===== src/rtl/uart_pkg.sv =====
// ---------------------------------------------------------------------------
// uart_pkg
// Shared definitions for the UART transmit and receive blocks.
//   tx_state_t : transmitter FSM states
//   LINE_IDLE  : level of an idle UART line (mark)
//   baud_div() : clock cycles per bit, integer-truncated CLK_FREQ / BAUD
//   cnt_width(): width of a counter that spans 0..div-1 (at least 1 bit)
// ---------------------------------------------------------------------------
package uart_pkg;

   typedef enum logic [2:0] {
      IDLE,
      START,
      DATA,
      PARITY,
      STOP
   } tx_state_t;

   localparam logic LINE_IDLE = 1'b1;

   function automatic int baud_div(input int clk_freq, input int baud);
      return clk_freq / baud;
   endfunction

   // A divide-by-one counter still needs a 1-bit register to be declarable.
   function automatic int cnt_width(input int div);
      return (div > 1) ? $clog2(div) : 1;
   endfunction

endpackage


===== src/rtl/sync_fifo.sv =====
// ---------------------------------------------------------------------------
// sync_fifo
// Single-clock first-word-fall-through FIFO built on a circular buffer.
// Pointers carry one extra wrap bit so full and empty are told apart by the
// pointer MSB compare. Writes while full and reads while empty are ignored.
//   clk   : clock, rising edge
//   rst   : synchronous active-high reset (pointers only)
//   wr    : write strobe, wdata is stored when wr=1 and full=0
//   wdata : write data, WIDTH bits
//   rd    : read strobe, advances the head when rd=1 and empty=0
//   rdata : current head entry (valid while empty=0)
//   full  : DEPTH entries held
//   empty : no entries held
// DEPTH must be a power of two, >= 2.
// ---------------------------------------------------------------------------
module sync_fifo #(
   parameter int WIDTH = 8,
   parameter int DEPTH = 16
) (
   input  logic             clk,
   input  logic             rst,
   input  logic             wr,
   input  logic [WIDTH-1:0] wdata,
   input  logic             rd,
   output logic [WIDTH-1:0] rdata,
   output logic             full,
   output logic             empty
);

   localparam int AW = $clog2(DEPTH);

   logic [AW:0]      wptr;
   logic [AW:0]      rptr;
   logic [WIDTH-1:0] mem [DEPTH];
   logic             do_wr;
   logic             do_rd;

   // The full check uses the value before this edge, so a write on the cycle
   // full is high is dropped even if a pop frees a slot in the same cycle.
   assign do_wr = wr && !full;
   assign do_rd = rd && !empty;

   // NOTE: sequential state uses non-blocking assignments so every flop
   // samples pre-edge values regardless of statement order.
   always_ff @(posedge clk) begin
      if (rst) begin
         wptr <= '0;
         rptr <= '0;
      end else begin
         if (do_wr) wptr <= wptr + 1'b1;
         if (do_rd) rptr <= rptr + 1'b1;
      end
   end

   // NOTE: the storage array has no reset; the pointers alone define which
   // entries are valid, and leaving it unreset lets it map onto RAM.
   always_ff @(posedge clk) begin
      if (do_wr) mem[wptr[AW-1:0]] <= wdata;
   end

   assign rdata = mem[rptr[AW-1:0]];
   assign empty = (wptr == rptr);
   assign full  = (wptr[AW] != rptr[AW]) && (wptr[AW-1:0] == rptr[AW-1:0]);

endmodule


===== src/rtl/uart_tx_fifo.sv =====
// ---------------------------------------------------------------------------
// uart_tx_fifo
// Buffered UART transmitter. Bytes strobed in with valid are queued in a
// sync_fifo and sent LSB first as back-to-back 8N1 frames (8E1 when the
// UART_TX_PARITY_EN macro is defined, which inserts an even-parity bit).
//   clk   : clock, rising edge
//   rst   : synchronous active-high reset; aborts any frame, empties FIFO
//   valid : write strobe, data captured when valid=1 and full=0
//   data  : byte to transmit
//   dout  : serial TX line, idle high, driven straight from a flop
//   full  : FIFO holds DEPTH bytes
//   busy  : a frame is on the line or the FIFO is non-empty
// Parameters: CLK_FREQ (Hz), BAUD (bit/s), DEPTH (bytes, power of two >= 2).
// ---------------------------------------------------------------------------
module uart_tx_fifo
   import uart_pkg::*;
#(
   parameter int CLK_FREQ = 100000000,
   parameter int BAUD     = 9600,
   parameter int DEPTH    = 16
) (
   input  logic       clk,
   input  logic       rst,
   input  logic       valid,
   input  logic [7:0] data,
   output logic       dout,
   output logic       full,
   output logic       busy
);

   localparam int                BAUD_DIV = baud_div(CLK_FREQ, BAUD);
   localparam int                CNT_W    = cnt_width(BAUD_DIV);
   localparam logic [CNT_W-1:0]  CNT_LAST = CNT_W'(BAUD_DIV - 1);

   tx_state_t        state;
   tx_state_t        state_next;
   logic [CNT_W-1:0] baud_cnt;
   logic [CNT_W-1:0] cnt_next;
   logic [7:0]       shift;
   logic [7:0]       shift_next;
   logic [2:0]       bit_idx;
   logic [2:0]       bit_idx_next;
   logic             dout_q;
   logic             dout_next;
   logic             pop;
   logic             bit_end;
   logic             empty;
   logic [7:0]       head;
`ifdef UART_TX_PARITY_EN
   logic             parity_q;
   logic             parity_next;
`endif

   sync_fifo #(
      .WIDTH (8),
      .DEPTH (DEPTH)
   ) u_fifo (
      .clk   (clk),
      .rst   (rst),
      .wr    (valid),
      .wdata (data),
      .rd    (pop),
      .rdata (head),
      .full  (full),
      .empty (empty)
   );

   assign bit_end = (baud_cnt == CNT_LAST);

   // State register, with the datapath registers that move alongside it.
   always_ff @(posedge clk) begin
      if (rst) begin
         state    <= IDLE;
         baud_cnt <= '0;
         shift    <= '0;
         bit_idx  <= '0;
         dout_q   <= LINE_IDLE;
`ifdef UART_TX_PARITY_EN
         parity_q <= 1'b0;
`endif
      end else begin
         state    <= state_next;
         baud_cnt <= cnt_next;
         shift    <= shift_next;
         bit_idx  <= bit_idx_next;
         dout_q   <= dout_next;
`ifdef UART_TX_PARITY_EN
         parity_q <= parity_next;
`endif
      end
   end

   // Next-state logic. The FIFO head is popped on leaving IDLE and again at
   // the end of a stop bit, so queued bytes follow with no idle gap.
   // NOTE: every signal gets a default before the case so no path leaves it
   // unassigned, which would otherwise infer a latch.
   always_comb begin
      state_next = state;
      pop        = 1'b0;
      case (state)
         IDLE: begin
            if (!empty) begin
               pop        = 1'b1;
               state_next = START;
            end
         end
         START: begin
            if (bit_end) state_next = DATA;
         end
         DATA: begin
            if (bit_end && (bit_idx == 3'd7)) begin
`ifdef UART_TX_PARITY_EN
               state_next = PARITY;
`else
               state_next = STOP;
`endif
            end
         end
`ifdef UART_TX_PARITY_EN
         PARITY: begin
            if (bit_end) state_next = STOP;
         end
`endif
         STOP: begin
            if (bit_end) begin
               if (!empty) begin
                  pop        = 1'b1;
                  state_next = START;
               end else begin
                  state_next = IDLE;
               end
            end
         end
         default: state_next = IDLE;
      endcase
   end

   // Output and datapath logic. The line level is computed for the state
   // being entered and registered, so dout changes on the same edge as the
   // state and has no combinational path from the inputs.
   always_comb begin
      cnt_next     = (state == IDLE || bit_end) ? '0 : baud_cnt + 1'b1;
      shift_next   = shift;
      bit_idx_next = bit_idx;
`ifdef UART_TX_PARITY_EN
      parity_next  = parity_q;
`endif
      if (pop) begin
         shift_next   = head;
         bit_idx_next = 3'd0;
`ifdef UART_TX_PARITY_EN
         parity_next  = ^head;
`endif
      end else if (state == DATA && bit_end) begin
         shift_next   = {1'b0, shift[7:1]};
         bit_idx_next = bit_idx + 3'd1;
      end

      case (state_next)
         START:   dout_next = 1'b0;
         DATA:    dout_next = shift_next[0];
`ifdef UART_TX_PARITY_EN
         PARITY:  dout_next = parity_next;
`endif
         default: dout_next = LINE_IDLE;
      endcase
   end

   assign dout = dout_q;
   assign busy = (state != IDLE) || !empty;

endmodule


===== config.mk =====
export PLATFORM = sky130hd
export DESIGN_NAME = uart_tx_fifo
export DESIGN_NICKNAME = d
export VERILOG_FILES = /design/src/rtl/uart_pkg.sv /design/src/rtl/sync_fifo.sv /design/src/rtl/uart_tx_fifo.sv
export SDC_FILE = /design/constraint.sdc
export NUM_CORES = 1
export LEC_CHECK = 0
export CORE_AREA = 3 3 138 140
export DETAILED_ROUTE_END_ITERATION = 6
export DIE_AREA = 0 0 141 143
export DONT_BUFFER_PORTS = 1
export PLACE_DENSITY = 0.6
export SETUP_SLACK_MARGIN = 0.5
export SLEW_MARGIN = 10
export SYNTH_ARGS = -nofsm -noshare
export SYNTH_HDL_FRONTEND = slang
export SYNTH_HIERARCHICAL = 1
export SYNTH_SLANG_ARGS = --single-unit

===== constraint.sdc =====
create_clock -name clk -period 4.8 [get_ports clk]
set_input_delay 0.96 -clock clk [delete_from_list [all_inputs] [get_ports clk]]
set_output_delay 0.96 -clock clk [all_outputs]
set_load 0.02 [all_outputs]

==> results_dict.tcl <==
set metrics [dict create \
    status "complete, no violations" \
    yosys_warnings 6 \
    p_sw_uw 902 \
    swShare_pct 25.6 \
    fmax_mhz 332 \
    firstDrtPassIters 5 \
    r2r_start "u_fifo/wptr[2]" \
    setup_viol 0 \
    avgSynthCellArea_sq_um 16.5 \
    syn_area_sq_um 7150 \
    rrSetupSlack_ps 1790 \
    hold_buffers 0 \
    area_delta_synth_final_pct 10.2 \
    p_leak_nw 2.58 \
    setup_tns_ps 0 \
    synth_ff_type "edfxtp_1" \
    p_int_mw 2.62 \
    critPathLaunchType "flip-flop" \
    initial_core_util_pct 39.8 \
    hold_path_depth 1 \
    via_count 3806 \
    ys_types 52 \
    dp_hpwl_um 8670 \
    num-nets-final 454 \
    synth_common_cells "128 x edfxtp_1, 43 x dfxtp_1, 36 x nor2_1" \
    required_ps 5110 \
    p_per_area_nw_per_um2 447 \
    post_cts_resized 0 \
    worstPathCellList "xnor2_1 > and4_1 > nand2_1 > inv_1 > nor3_1 > o21ai_4 > inv_1 > inv_1 > a21oi_2 > mux2_2" \
    die_w_um 141 \
    rows 49 \
    clk_path_buf_depth 2 \
    grt_pass1_vias 3783 \
    htreeDepth 4 \
    wl_per_cell_um 20.5 \
    antenna_found_initial 0 \
    n_fill_cell 1576 \
    grt_pass1_wl_um 21800 \
    hold_start "baud_cnt[0]" \
    worstPathMaxFanout 15 \
    min_to "baud_cnt[0]" \
    clock_latency_ps 430 \
    synth_top_area_share_pct 53.8 \
    path_clk_slew_ps 60 \
    power_frac_comb_pct 13.7 \
    async_reset_ff_share_pct 0 \
    drt_wl_total_um 13900 \
    fin_skew_ps 14.2 \
    first_iter_violations 349 \
    pwr-share-seq_pct 49.0 \
    rsz0062_at_grt "false" \
    cts_tree "built" \
    place_congestion 0.824 \
    reg2regPathDepth 10 \
    gr-total-overflow 0 \
    ir_worst_vdd_uv 254 \
    synthMostInstantiatedCell "edfxtp_1" \
    drc 0 \
    synth_edf_count 128 \
    fin_crit_ps 3010 \
    dieArea_sq_um 20200 \
    synthesis.nets 453 \
    drv_slew 0 \
    die_y_um 143 \
    finalCritPeriodShare_pct 62.8 \
    cp_data_arrival_time_ps 3320 \
    worst_r2r_endpoint "u_fifo/rptr[0]" \
    core_area_sq_um 18000 \
    holdWs_ps 466 \
    post_cts_buffers 0 \
    ys_ff_latch 171 \
    path_buf_inv 3 \
    worstMarginPinSlew_ps 958 \
    maxCapViolCount 0 \
    cts_root_buf "clkbuf_16" \
    ios 14 \
    max_slew_margin_pct 36.1 \
    grtUsageTotal_pct 14.7 \
    hold_viol 0 \
    clkSinkCount 171 \
    critPathKind "reg2reg" \
    ys_seq_area_share_pct 65.8 \
    hold_path_class "reg2reg" \
    drive_gt1_share_pct 13.4 \
    cpMostUsedCell "inv_1" \
    cpPeakStageDelay_ps 500 \
    slowest_stage "dfxtp_1" \
    power_frac_clock_pct 37.3 \
    ant_nets 0 \
    grt_start_max_net_pins 35 \
    cts-buffers-inserted 17 \
    synth_top_area_cell "edfxtp_1" \
    via_per_inst 5.62 \
    critPathTopFamily "simple AND/OR/NAND/NOR gates" \
    synthCells 434 \
    portBuffers 0 \
    synth_area_leaders "edfxtp_1 54%, dfxtp_1 12%, mux4_1 8.8%, mux4_2 5.0%, nor2_1 1.9%" \
    n_antenna_cell 0 \
    end_kind "flip-flop" \
]
[area by class of cell]
type / instances / area (sq um) / share of cell area, %
repair buffers: 3 / 22.5 / 0.286
clock buffers: 18 / 429 / 5.45
inverters: 16 / 60.1 / 0.763
clock inverters: 14 / 138 / 1.75
well taps: 229 / 287 / 3.64
multi-input cells: 226 / 2230 / 28.4
flip-flops and latches: 171 / 4710 / 59.8
[registers in the layout, summed over array words and instances, names as in the netlist, named ones only]
| register | count |
|---|---|
| u_fifo/mem | 128 |
| baud_cnt | 14 |
| shift | 8 |
| u_fifo/rptr | 5 |
| u_fifo/wptr | 5 |
| bit_idx | 3 |
| state | 3 |
| dout | 1 |
[metal layers]
layer | track usage (%) | vias to the layer above | part of all wire [%]
met2 | 23.2 | 82 | 48
met3 | 4.19 | 16 | 4.3
met1 | 19.8 | 1978 | 46
li1 | - | 1730 | -
met4 | 4.74 | 0 | 1.5
met5 | 0 | - | 0
[worst register-to-register path: cells and delay by family, from the launching register on]
family                 cells  cell delay (ps)
AO/OA/AOI/OAI              2              490
XOR/XNOR                   1              130
buffers and inverters      3              470
flip-flops                 1              500
multiplexers               1              370
AND/OR/NAND/NOR            3              940
[through the flow]
| stage | util (%) | instance area (sq um) | power, mW | setup WS [ps] | cells |
|---|---|---|---|---|---|
| 4_1_cts | 43.8 | 7880 | 3.55 | 1800 | 677 |
| 5_1_grt | 43.8 | 7880 | 3.67 | 1420 | 677 |
| 2_1_floorplan | - | 7150 | 2.18 | 2370 | 434 |
| 3_5_place_dp | 40.7 | 7310 | 2.24 | 1840 | 645 |
| 6_report | 43.8 | 7880 | 3.52 | 1790 | 677 |
| 3_3_place_gp | 40.7 | 7310 | 2.23 | 1990 | 645 |
[kinds of logic after synthesis]
| kind of cell | synth area share, % |
|---|---|
| simple gates | 8.14 |
| fa+ha+maj | 1.40 |
| xor+xnor | 2.33 |
| buf+inv | 2.96 |
| compound gates | 4.17 |
| flops | 65.8 |
| mux | 15.2 |
[cells in the final DEF, fill, tap and decap left out, types with 5 or more instances in the layout]
| cell | count |
|---|---|
| edfxtp_1 | 128 |
| xnor2_1 | 11 |
| nand2_1 | 15 |
| and4_1 | 7 |
| and3_1 | 16 |
| nor3_1 | 7 |
| dfxtp_1 | 42 |
| clkbuf_16 | 17 |
| nand3_1 | 12 |
| mux4_2 | 16 |
| a311oi_1 | 6 |
| a21oi_1 | 5 |
| mux4_1 | 24 |
| nor2_1 | 36 |
| ha_1 | 8 |
| nand4_1 | 8 |
| inv_1 | 15 |
| xor2_1 | 8 |
[how the worst max path moves through the flow]
stage | start | slack, ps | endpoint | cells past startpoint
after CTS | u_fifo/wptr[2] | 1800 | u_fifo/rptr[0] | 10
after floorplan | u_fifo/rptr[3] | 2370 | flip-flop | 11
after global routing | u_fifo/wptr[2] | 1420 | flip-flop | 11
final | u_fifo/wptr[2] | 1790 | u_fifo/rptr[0] | 10
after global placement | u_fifo/wptr[2] | 1990 | flip-flop | 10
after detailed placement | u_fifo/wptr[2] | 1840 | flip-flop | 10
[power by group through the flow]
stage | logic, mW | registers [mW] | clock network (mW)
after floorplan | 0.464 | 1.71 | 0
after global placement | 0.471 | 1.75 | 0
after detailed placement | 0.482 | 1.76 | 0
after CTS | 0.485 | 1.72 | 1.34
after global routing | 0.530 | 1.73 | 1.40
final | 0.482 | 1.72 | 1.31
Power figures use the tool's default switching activity.
